--- src/rtl/button_debounce_if.sv ---
// button_debounce_if: raw switch levels toward the debouncer, clean level and
// one-cycle press/release pulses toward the run/step control FSM.
interface button_debounce_if #(
    parameter int N_BUTTONS = 4
);
    logic [N_BUTTONS-1:0] button_raw;
    logic [N_BUTTONS-1:0] button;
    logic [N_BUTTONS-1:0] button_press;
    logic [N_BUTTONS-1:0] button_release;
    modport master (input button_raw, output button, button_press, button_release);
    modport slave (output button_raw, input button, button_press, button_release);
endinterface

--- src/rtl/button_debounce.sv ---
// button_debounce: per-channel 2-flop synchronizer, stability-counter debounce FSM,
// registered clean level and single-cycle press/release pulses.
module button_debounce #(
    parameter int  N_BUTTONS       = 4,
    parameter int  DEBOUNCE_CYCLES = 60000,
    localparam int CNT_W           = $clog2(DEBOUNCE_CYCLES + 1)
) (
    input  logic              clk,
    input  logic              resetn,
    button_debounce_if.master bus
);
    typedef enum logic [1:0] {STABLE_LOW, WAIT_HIGH, STABLE_HIGH, WAIT_LOW} state_e;
    localparam logic [CNT_W-1:0] CNT_ONE  = CNT_W'(1);
    localparam logic [CNT_W-1:0] CNT_DONE = CNT_W'(DEBOUNCE_CYCLES);
    localparam logic             ONE_SHOT = DEBOUNCE_CYCLES == 1;
    logic [N_BUTTONS-1:0] sync0_q, sync1_q, button_q, press_q, release_q, button_d;
    always_ff @(posedge clk or negedge resetn) begin
        if (!resetn) begin
            sync0_q <= '0;
            sync1_q <= '0;
        end else begin
            sync0_q <= bus.button_raw;
            sync1_q <= sync0_q;
        end
    end
    for (genvar c = 0; c < N_BUTTONS; c++) begin : g_ch
        state_e           state_q, state_d;
        logic [CNT_W-1:0] cnt_q, cnt_d, cnt_inc;
        logic             done;
        assign cnt_inc = cnt_q + CNT_ONE;
        assign done    = cnt_inc == CNT_DONE;
        always_ff @(posedge clk or negedge resetn) begin
            if (!resetn) begin
                state_q <= STABLE_LOW;
                cnt_q   <= '0;
            end else begin
                state_q <= state_d;
                cnt_q   <= cnt_d;
            end
        end
        // Counter is cleared on every stable-state entry and on every bounce.
        always_comb begin
            state_d = state_q;
            cnt_d   = '0;
            case (state_q)
                STABLE_LOW: begin
                    state_d = !sync1_q[c] ? STABLE_LOW : ONE_SHOT ? STABLE_HIGH : WAIT_HIGH;
                    cnt_d   = (sync1_q[c] && !ONE_SHOT) ? CNT_ONE : '0;
                end
                WAIT_HIGH: begin
                    state_d = !sync1_q[c] ? STABLE_LOW : done ? STABLE_HIGH : WAIT_HIGH;
                    cnt_d   = (sync1_q[c] && !done) ? cnt_inc : '0;
                end
                STABLE_HIGH: begin
                    state_d = sync1_q[c] ? STABLE_HIGH : ONE_SHOT ? STABLE_LOW : WAIT_LOW;
                    cnt_d   = (!sync1_q[c] && !ONE_SHOT) ? CNT_ONE : '0;
                end
                WAIT_LOW: begin
                    state_d = sync1_q[c] ? STABLE_HIGH : done ? STABLE_LOW : WAIT_LOW;
                    cnt_d   = (!sync1_q[c] && !done) ? cnt_inc : '0;
                end
                default: state_d = STABLE_LOW;
            endcase
        end
        assign button_d[c] = (state_d == STABLE_HIGH) || (state_d == WAIT_LOW);
    end
    always_ff @(posedge clk or negedge resetn) begin
        if (!resetn) begin
            button_q  <= '0;
            press_q   <= '0;
            release_q <= '0;
        end else begin
            button_q  <= button_d;
            press_q   <= button_d & ~button_q;
            release_q <= ~button_d & button_q;
        end
    end
    assign bus.button         = button_q;
    assign bus.button_press   = press_q;
    assign bus.button_release = release_q;
endmodule
--- src/flat_wrapper.sv ---
// flat-port wrapper written by rule: the top's interface ports become plain ports
module button_debounce_flat 
#(
    parameter int  N_BUTTONS       = 4,
    parameter int  DEBOUNCE_CYCLES = 60000,
    localparam int CNT_W           = $clog2(DEBOUNCE_CYCLES + 1)
)
  (clk, resetn, bus_button_raw, bus_button, bus_button_press, bus_button_release);
  button_debounce_if #(.N_BUTTONS(N_BUTTONS)) bus_i ();
  input  logic clk;
  input  logic resetn;
  input wire logic [$bits(bus_i.button_raw)-1:0] bus_button_raw;
  output wire logic [$bits(bus_i.button)-1:0] bus_button;
  output wire logic [$bits(bus_i.button_press)-1:0] bus_button_press;
  output wire logic [$bits(bus_i.button_release)-1:0] bus_button_release;
  assign bus_i.button_raw = bus_button_raw;
  assign bus_button = bus_i.button;
  assign bus_button_press = bus_i.button_press;
  assign bus_button_release = bus_i.button_release;
  button_debounce #(.N_BUTTONS(N_BUTTONS), .DEBOUNCE_CYCLES(DEBOUNCE_CYCLES)) u_core (.clk(clk), .resetn(resetn), .bus(bus_i));
endmodule
--- config.mk ---
export PLATFORM = sky130hd
export DESIGN_NAME = button_debounce_flat
export DESIGN_NICKNAME = d
export VERILOG_FILES = /design/src/rtl/button_debounce_if.sv /design/src/rtl/button_debounce.sv /design/src/flat_wrapper.sv
export SDC_FILE = /design/constraint.sdc
export NUM_CORES = 1
export LEC_CHECK = 0
export ABC_AREA = 1
export CAP_MARGIN = 30
export CORE_UTILIZATION = 61
export DETAILED_ROUTE_END_ITERATION = 7
export GPL_ROUTABILITY_DRIVEN = 0
export MAX_ROUTING_LAYER = met4
export PLACE_DENSITY = 0.9
export SLEW_MARGIN = 10
export SYNTH_ARGS = -nofsm -noshare
export SYNTH_HDL_FRONTEND = slang
export SYNTH_SLANG_ARGS = --single-unit
--- constraint.sdc ---
create_clock -name clk -period 2.5 [get_ports clk]
set_clock_uncertainty 0.15 [all_clocks]
set_input_delay 0.25 -clock clk [delete_from_list [all_inputs] [get_ports clk]]
set_output_delay 0.25 -clock clk [all_outputs]
set_load 0.005 [all_outputs]
==> results of run 1 <==
==> through the flow <==
step	instances	hold WS (ns)	cell area, um2	TNS, ns
floorplan	648	-0.196	4830	0
global placement	766	0.143	5110	0
detailed placement	766	0.145	5110	0
CTS	783	0.159	5330	0
global route	787	0.155	5370	-0.118
finish	787	0.158	5370	0
==> cell usage in the layout (no fill, tap or decap), types with 2 or more instances in the layout <==
| cell | instances |
|---|---|
| buf_4 | 7 |
| nand2_1 | 182 |
| nor2_4 | 2 |
| o21ai_0 | 8 |
| nand3_1 | 51 |
| xor2_1 | 11 |
| nand3b_1 | 2 |
| nor2_1 | 115 |
| xnor2_1 | 4 |
| nor2_2 | 8 |
| and2_1 | 2 |
| clkdlybuf4s50_1 | 16 |
| ha_1 | 3 |
| clkbuf_8 | 9 |
| nor3_1 | 5 |
| nand4_1 | 23 |
| inv_1 | 87 |
| a21oi_1 | 24 |
| nor3b_1 | 3 |
| o21bai_1 | 8 |
| dfrtp_1 | 92 |
| clkinv_4 | 3 |
| nand3_2 | 2 |
| inv_2 | 2 |
==> power groups by stage <==
stage	clock (mW)	combinational [mW]	sequential, mW
after floorplan	0	0.0601	1.56
after CTS	1.03	0.109	1.53
after detailed placement	0	0.107	1.56
after global placement	0	0.103	1.56
final	1.03	0.118	1.53
after global routing	1.11	0.134	1.53
==> state kept, by name (all words and copies together), names as in the netlist <==
signal and count:
u_core.g_ch.state_q 8, u_core.sync0_q 4, u_core.bus.button_release 4, u_core.sync1_q 4, u_core.bus.button_press 4, u_core.bus.button 4, u_core.g_ch.cnt_q 64
==> critical path, cell delays in order, from the launching register on <==
cell and delay (ns):
dfrtp_1 0.40, ha_1 0.20, nand2_1 0.12, nor2_4 0.17
nand3_1 0.11, nand2_1 0.10, nand2_1 0.06, nor2_1 0.16
nand4_1 0.23, o21ai_4 0.29, buf_4 0.19, nor3b_1 0.05
==> kinds of logic after synthesis <==
kind of cell             after synthesis  synth area share
XOR/XNOR                              15            0.0272
flip-flops                            92             0.477
AO/OA/AOI/OAI                         45            0.0547
buffers and inverters                 93            0.0785
AND/OR/NAND/NOR                      399             0.353
adder cells (fa/ha/maj)                4            0.0104
==> metal layers <==
layer / global-route usage / vias up
met1: 0.336 / 2030
met2: 0.438 / 187
met5: - / -
met4: 0.118 / 0
met3: 0.0511 / 35
li1: - / 2107
==> cell type report <==
| type | instances | area [um2] |
|---|---|---|
| well taps | 102 | 128 |
| clock buffers | 10 | 128 |
| clock inverters | 6 | 72.6 |
| flip-flops and latches | 92 | 2300 |
| multi-input cells | 463 | 2160 |
| repair buffers | 25 | 243 |
| fillers | 569 | 2320 |
| inverters | 89 | 334 |
==> repair_timing <==
| action | 4_1_cts | 5_1_grt |
|---|---|---|
| hold buffers | 1 | 0 |
| setup endpoints to repair | 0 | 32 |
| buffers inserted | 0 | 4 |
| hold endpoints to repair | 45 | 0 |
| gates resized for setup | 0 | 4 |
==> path summary, 6_finish.rpt <==
| check | startpoint | to | slack [ns] |
|---|---|---|---|
| min in group asynchronous | resetn | u_core.bus.button[1] | 0.28 |
| hold reg to reg | u_core.sync0_q[0] | u_core.sync1_q[0] | 0.21 |
| setup reg to reg | u_core.g_ch[3].cnt_q[0] | u_core.g_ch[3].cnt_q[2] | 0.16 |
| setup / recovery | u_core.g_ch[3].cnt_q[0] | u_core.g_ch[3].cnt_q[2] | 0.16 |
| max in group asynchronous | resetn | u_core.g_ch[2].cnt_q[0] | 1.28 |
| hold / removal | bus_button_raw[2] | u_core.sync0_q[2] | 0.16 |
==> impl_metrics.csv, run 1 <==
group,metric,value,unit
outcome,run_status,"finished clean",
finish,antenna-diode-count,0,
worst_setup_path,r2r_cells,11,
pwr,p_sw_frac,0.244,
floorplanning,fp.dieArea,8280,um2
sta,worstMarginPinSlew,0.591,ns
pwr,p_comb_frac,0.044,
synth,syn_inst,648,
pwr,switchingPower,654,uW
pwr,total_power,2.68,mW
cts,cts.root.buffer_cell,"clkbuf_8",
floorplanning,die_width,91.0,um
synth,yosysMostFrequentCell,"nand2_1",
synth,ys_seq_area_frac,0.477,
global_routing,track_usage,0.271,
worst_setup_path,cp_data_arrival_time,2.45,ns
sta,fmax,427,MHz
finish,final_layout_size_suffix_gt1_frac,0.0642,
cts,cts_sinks,92,
floorplanning,dieHeight,91.0,um
synth,ys_top_cells_by_count,"182 x nand2_1, 116 x nor2_1, 92 x dfrtp_1",
detailed_routing,dr_wl_met3,604,um
worst_setup_path,cp.required,2.61,ns
floorplanning,core,7690,um2
detailed_routing,num_vias,4359,
detailed_routing,drt-total-wl,10500,um
synth,ys_top_cells_by_area,"dfrtp_1 48%, nand2_1 14%, nor2_1 9.0%",
global_routing,overflow,0,
worst_setup_path,start_kind,"flop",
detailed_routing,route.met2.wl,5130,um
finish,final_util,0.699,
detailed_routing,firstDrtPassIters,7,
sta,slew_headroom,0.606,
cts,cts_made_buffers,9,
finish,syn_to_final_growth,11.2,%
sta,fin_crit_sh,0.936,
floorplanning,floorplan.initialDensity,0.628,
synth,async_reset_ff_frac,1.00,
pwr,leakage,2.41,nW
detailed_routing,wl_per_cell,13.3,um
synth,yosys_warnings,0,
global_routing,grt_max_degree,48,
cts,cts_tree,"built",
synth,yosysUniqueCellTypes,28,
synth,ys.flop_type,"dfrtp_1",
floorplanning,fp-row-count,32,
sta,finalHoldViolations,0,
worst_setup_path,critPathMaxFanout,7,
synth,synth_top_area_share,0.477,
global_routing,grt_pass1_vias,4088,
worst_hold_path,hold_path_class,"primary input to flop",
synth,ys_ff_latch,92,
pwr,vdd_drop_max,0.522,mV
pwr,clkPwrFrac,0.384,
pwr,internal_power,2.02,mW
detailed_routing,ant_nets,0,
sta,finalSetupViolCount,0,
detailed_routing,post-route-drc-count,0,
pwr,powerDensity,498,nW/um2
synth,syn_nets,658,
detailed_routing,wl_met1,4440,um
sta,worst_slack,0.159,ns
sta,min_period,2.34,ns
finish,fin_nets,690,
detailed_routing,post_drt_via_cell_ratio,5.54,
synth,synth_edf_count,0,
synth,syn_area,4830,um2
worst_hold_path,holdPathStages,1,
global_routing,antenna_found_initial,0,
pwr,seq_power_share,0.572,
cts,clockBufferDepth,2,
place,port_buffers,17,
sta,drv_slew,0,
worst_setup_path,crit_type,"flop to flop",
global_routing,grt_first_pass_wirelength,17500,um
synth,synth_top_area_cell,"dfrtp_1",
cts,clk-insertion-delay-late,0.37,ns
cts,clk_pin_slew_worst_paths,0.10,ns
cts,cts.htree.levels,3,
synth,post_synth.cell_area_avg,7.45,um2
detailed_routing,drt_iter0_drc,335,
floorplanning,io_pins,18,
place,post-place-ws,0.149,ns
place,dp_hpwl,7170,um
worst_setup_path,end_kind,"flop",
detailed_routing,top_layer,"met4",
flow_run,maxCapViolCount,0,
Note: power is estimated with default switching activity, not from simulation.
==> inputs of run 2 (changes only) <==
--- a/config.mk
+++ b/config.mk
@@ -7,6 +7,7 @@
 export LEC_CHECK = 0
 export ABC_AREA = 1
 export CAP_MARGIN = 30
+export CORE_ASPECT_RATIO = 1.2
 export CORE_UTILIZATION = 61
 export DETAILED_ROUTE_END_ITERATION = 7
 export GPL_ROUTABILITY_DRIVEN = 0
==> run 2 against run 1 <==
Net effect: setup slack better by 0.029 ns; sequential share of layout area rose by 0.18 points; sequential power is essentially flat; critical endpoint is now u_core.g_ch[1].cnt_q[2]; largest cell class unchanged.
==> impl_metrics.csv, run 2 (same netlist as run 1, synthesis figures left out) <==
group,metric,value,unit
detailed_routing,firstDrtPassIters,5,
finish,regMostFlops,"u_core.g_ch.cnt_q",
finish,layout.cells.non_filler,773,
global_routing,grt_pass1_vias,4063,
worst_setup_path,cp_common_cell,"nand3_1",
floorplanning,die_width,83.2,um
sta,worstMarginPinSlew,0.555,ns
pwr,p_sw_frac,0.234,
global_routing,grt.met1_usage,0.302,
place,dp_hpwl,6940,um
cts,clk_pin_slew_worst_paths,0.09,ns
worst_setup_path,cp.required,2.60,ns
detailed_routing,num_vias,4272,
floorplanning,fp.dieArea,8280,um2
flow_run,maxCapViolCount,0,
floorplanning,core,7660,um2
cts,cts.htree.levels,3,
finish,final_util,0.698,
pwr,seq_power_share,0.567,
cts,cts_sinks,92,
worst_setup_path,slowest_stage,"dfrtp_1",
worst_setup_path,end_kind,"flop",
worst_setup_path,slowest_delay,0.41,ns
finish,layout.cells.most_common,"nand2_1",
sta,slew_headroom,0.630,
cts,cts_tree,"built",
cts,cts.root.buffer_cell,"clkbuf_8",
global_routing,track_usage,0.267,
cts,clockBufferDepth,2,
floorplanning,dieHeight,99.5,um
pwr,p_comb_frac,0.043,
pwr,vdd_drop_max,0.322,mV
worst_setup_path,critPathMaxFanout,15,
finish,fin_nets,686,
worst_setup_path,path_cells,"ha_1, nand3_1, inv_1, nand3_1, xor2_1, nand3_1, nor2_1, nand2_1, nand2_4, nor3b_1",
place,place_area,5090,um2
place,port_buffers,17,
global_routing,grtUsageMet2,0.468,
global_routing,top_usage_layer,"met2",
global_routing,grt_max_degree,51,
sta,fmax,432,MHz
sta,finalSetupViolCount,0,
cts,cts_made_buffers,9,
global_routing,overflow,0,
global_routing,use_met3,0.0415,
detailed_routing,post-route-drc-count,0,
detailed_routing,wl_per_cell,12.9,um
finish,largest_reg_flops,64,
finish,stdcell_area,5350,um2
sta,drv_slew,0,
detailed_routing,post_drt_via_cell_ratio,5.53,
pwr,powerDensity,505,nW/um2
finish,num-fill-cells,580,
pwr,internal_power,2.07,mW
sta,fin_crit_sh,0.925,
worst_setup_path,cpLargestDelayFamily,"simple AND/OR/NAND/NOR gates",
worst_setup_path,start_kind,"flop",
worst_setup_path,cp_data_arrival_time,2.41,ns
sta,rsz0062_at_grt,"false",
outcome,run_status,"finished clean",
floorplanning,floorplan.initialDensity,0.630,
sta,finalHoldViolations,0,
finish,syn_to_final_growth,10.7,%
pwr,clkPwrFrac,0.390,
pwr,leakage,2.41,nW
detailed_routing,ant_nets,0,
floorplanning,fp-row-count,35,
place,place_inst,755,
detailed_routing,drt_iter0_drc,260,
floorplanning,io_pins,18,
finish,top_regs,"u_core.g_ch.cnt_q (64), u_core.g_ch.state_q (8)",
global_routing,antenna_found_initial,0,
detailed_routing,drt-total-wl,9980,um
finish,final_layout_size_suffix_gt1_frac,0.0573,
global_routing,grt_first_pass_wirelength,17300,um
sta,setup-tns-final,0,ns
cts,clk-insertion-delay-late,0.37,ns
finish,mostFrequentLayoutCells,"182 x nand2_1, 115 x nor2_1, 92 x dfrtp_1",
worst_setup_path,crit_type,"flop to flop",
finish,antenna-diode-count,0,
worst_hold_path,hold_path_class,"primary input to flop",
sta,min_period,2.31,ns
pwr,switchingPower,633,uW
worst_setup_path,path_buf_inv,1,
-- run 2: per-stage QoR --
step           power [mW]  setup slack [ns]  hold WS, ns
2_1_floorplan        1.62             0.541       -0.196
3_3_place_gp         1.66             0.214        0.126
3_5_place_dp         1.67             0.130        0.129
4_1_cts              2.71             0.118        0.162
5_1_grt              2.79          0.000584        0.152
6_report             2.70             0.188        0.163
-- run 2: power groups by stage --
stage	clock [mW]	sequential, mW	combinational [mW]
6_report	1.05	1.53	0.115
5_1_grt	1.12	1.54	0.133
4_1_cts	1.07	1.53	0.110
3_5_place_dp	0	1.56	0.106
3_3_place_gp	0	1.56	0.103
2_1_floorplan	0	1.56	0.0601
-- run 2: worst register-to-register path: stages (launching register included) --
cell and delay (ns):
dfrtp_1 0.41, ha_1 0.23, nand3_1 0.18, inv_1 0.12, nand3_1 0.10, xor2_1 0.23
nand3_1 0.10, nor2_1 0.23, nand2_1 0.18, nand2_4 0.20, nor3b_1 0.07
-- run 2: timing repair --
| item | CTS | global route |
|---|---|---|
| gates resized for setup | 0 | 3 |
| endpoints found under the setup margin | 0 | 46 |
| buffers inserted | 0 | 1 |
| hold buffers | 1 | 0 |
| hold endpoints to repair | 42 | 0 |
-- run 2: cell type report --
type | instances | area [um2] | share of cell area
flip-flops and latches | 92 | 2300 | 0.431
multi-input cells | 463 | 2160 | 0.404
inverters | 89 | 334 | 0.0625
repair buffers | 21 | 225 | 0.0421
clock buffers | 11 | 151 | 0.0283
well taps | 92 | 115 | 0.0215
clock inverters | 5 | 58.8 | 0.0110
-- run 2: path summary, 6_finish.rpt --
path / slack, ns / endpoint / from / depth (start not counted)
setup / recovery: 0.19 / u_core.g_ch[1].cnt_q[2] / u_core.g_ch[1].cnt_q[0] / 10
hold / removal: 0.16 / u_core.sync0_q[2] / bus_button_raw[2] / 1
setup reg to reg: 0.19 / u_core.g_ch[1].cnt_q[2] / u_core.g_ch[1].cnt_q[0] / 10
hold reg to reg: 0.21 / u_core.sync1_q[3] / u_core.sync0_q[3] / 0
max in group asynchronous: 1.29 / u_core.g_ch[2].cnt_q[1] / resetn / 3
min in group asynchronous: 0.25 / u_core.g_ch[0].cnt_q[9] / resetn / 2
-- run 2: layer usage --
metal / share of wire / vias to the layer above
met5: 0 / -
met4: 0.028 / 0
met3: 0.038 / 33
met2: 0.52 / 130
met1: 0.41 / 2008
li1: - / 2101
==> inputs of run 3 (changes only) <==
--- a/config.mk
+++ b/config.mk
@@ -6,7 +6,6 @@
 export NUM_CORES = 1
 export LEC_CHECK = 0
 export ABC_AREA = 1
-export CAP_MARGIN = 30
 export CORE_ASPECT_RATIO = 1.2
 export CORE_UTILIZATION = 61
 export DETAILED_ROUTE_END_ITERATION = 7
==> results of run 3 <==
No change in the layout: final DEF, timing and power equal those of run 2.
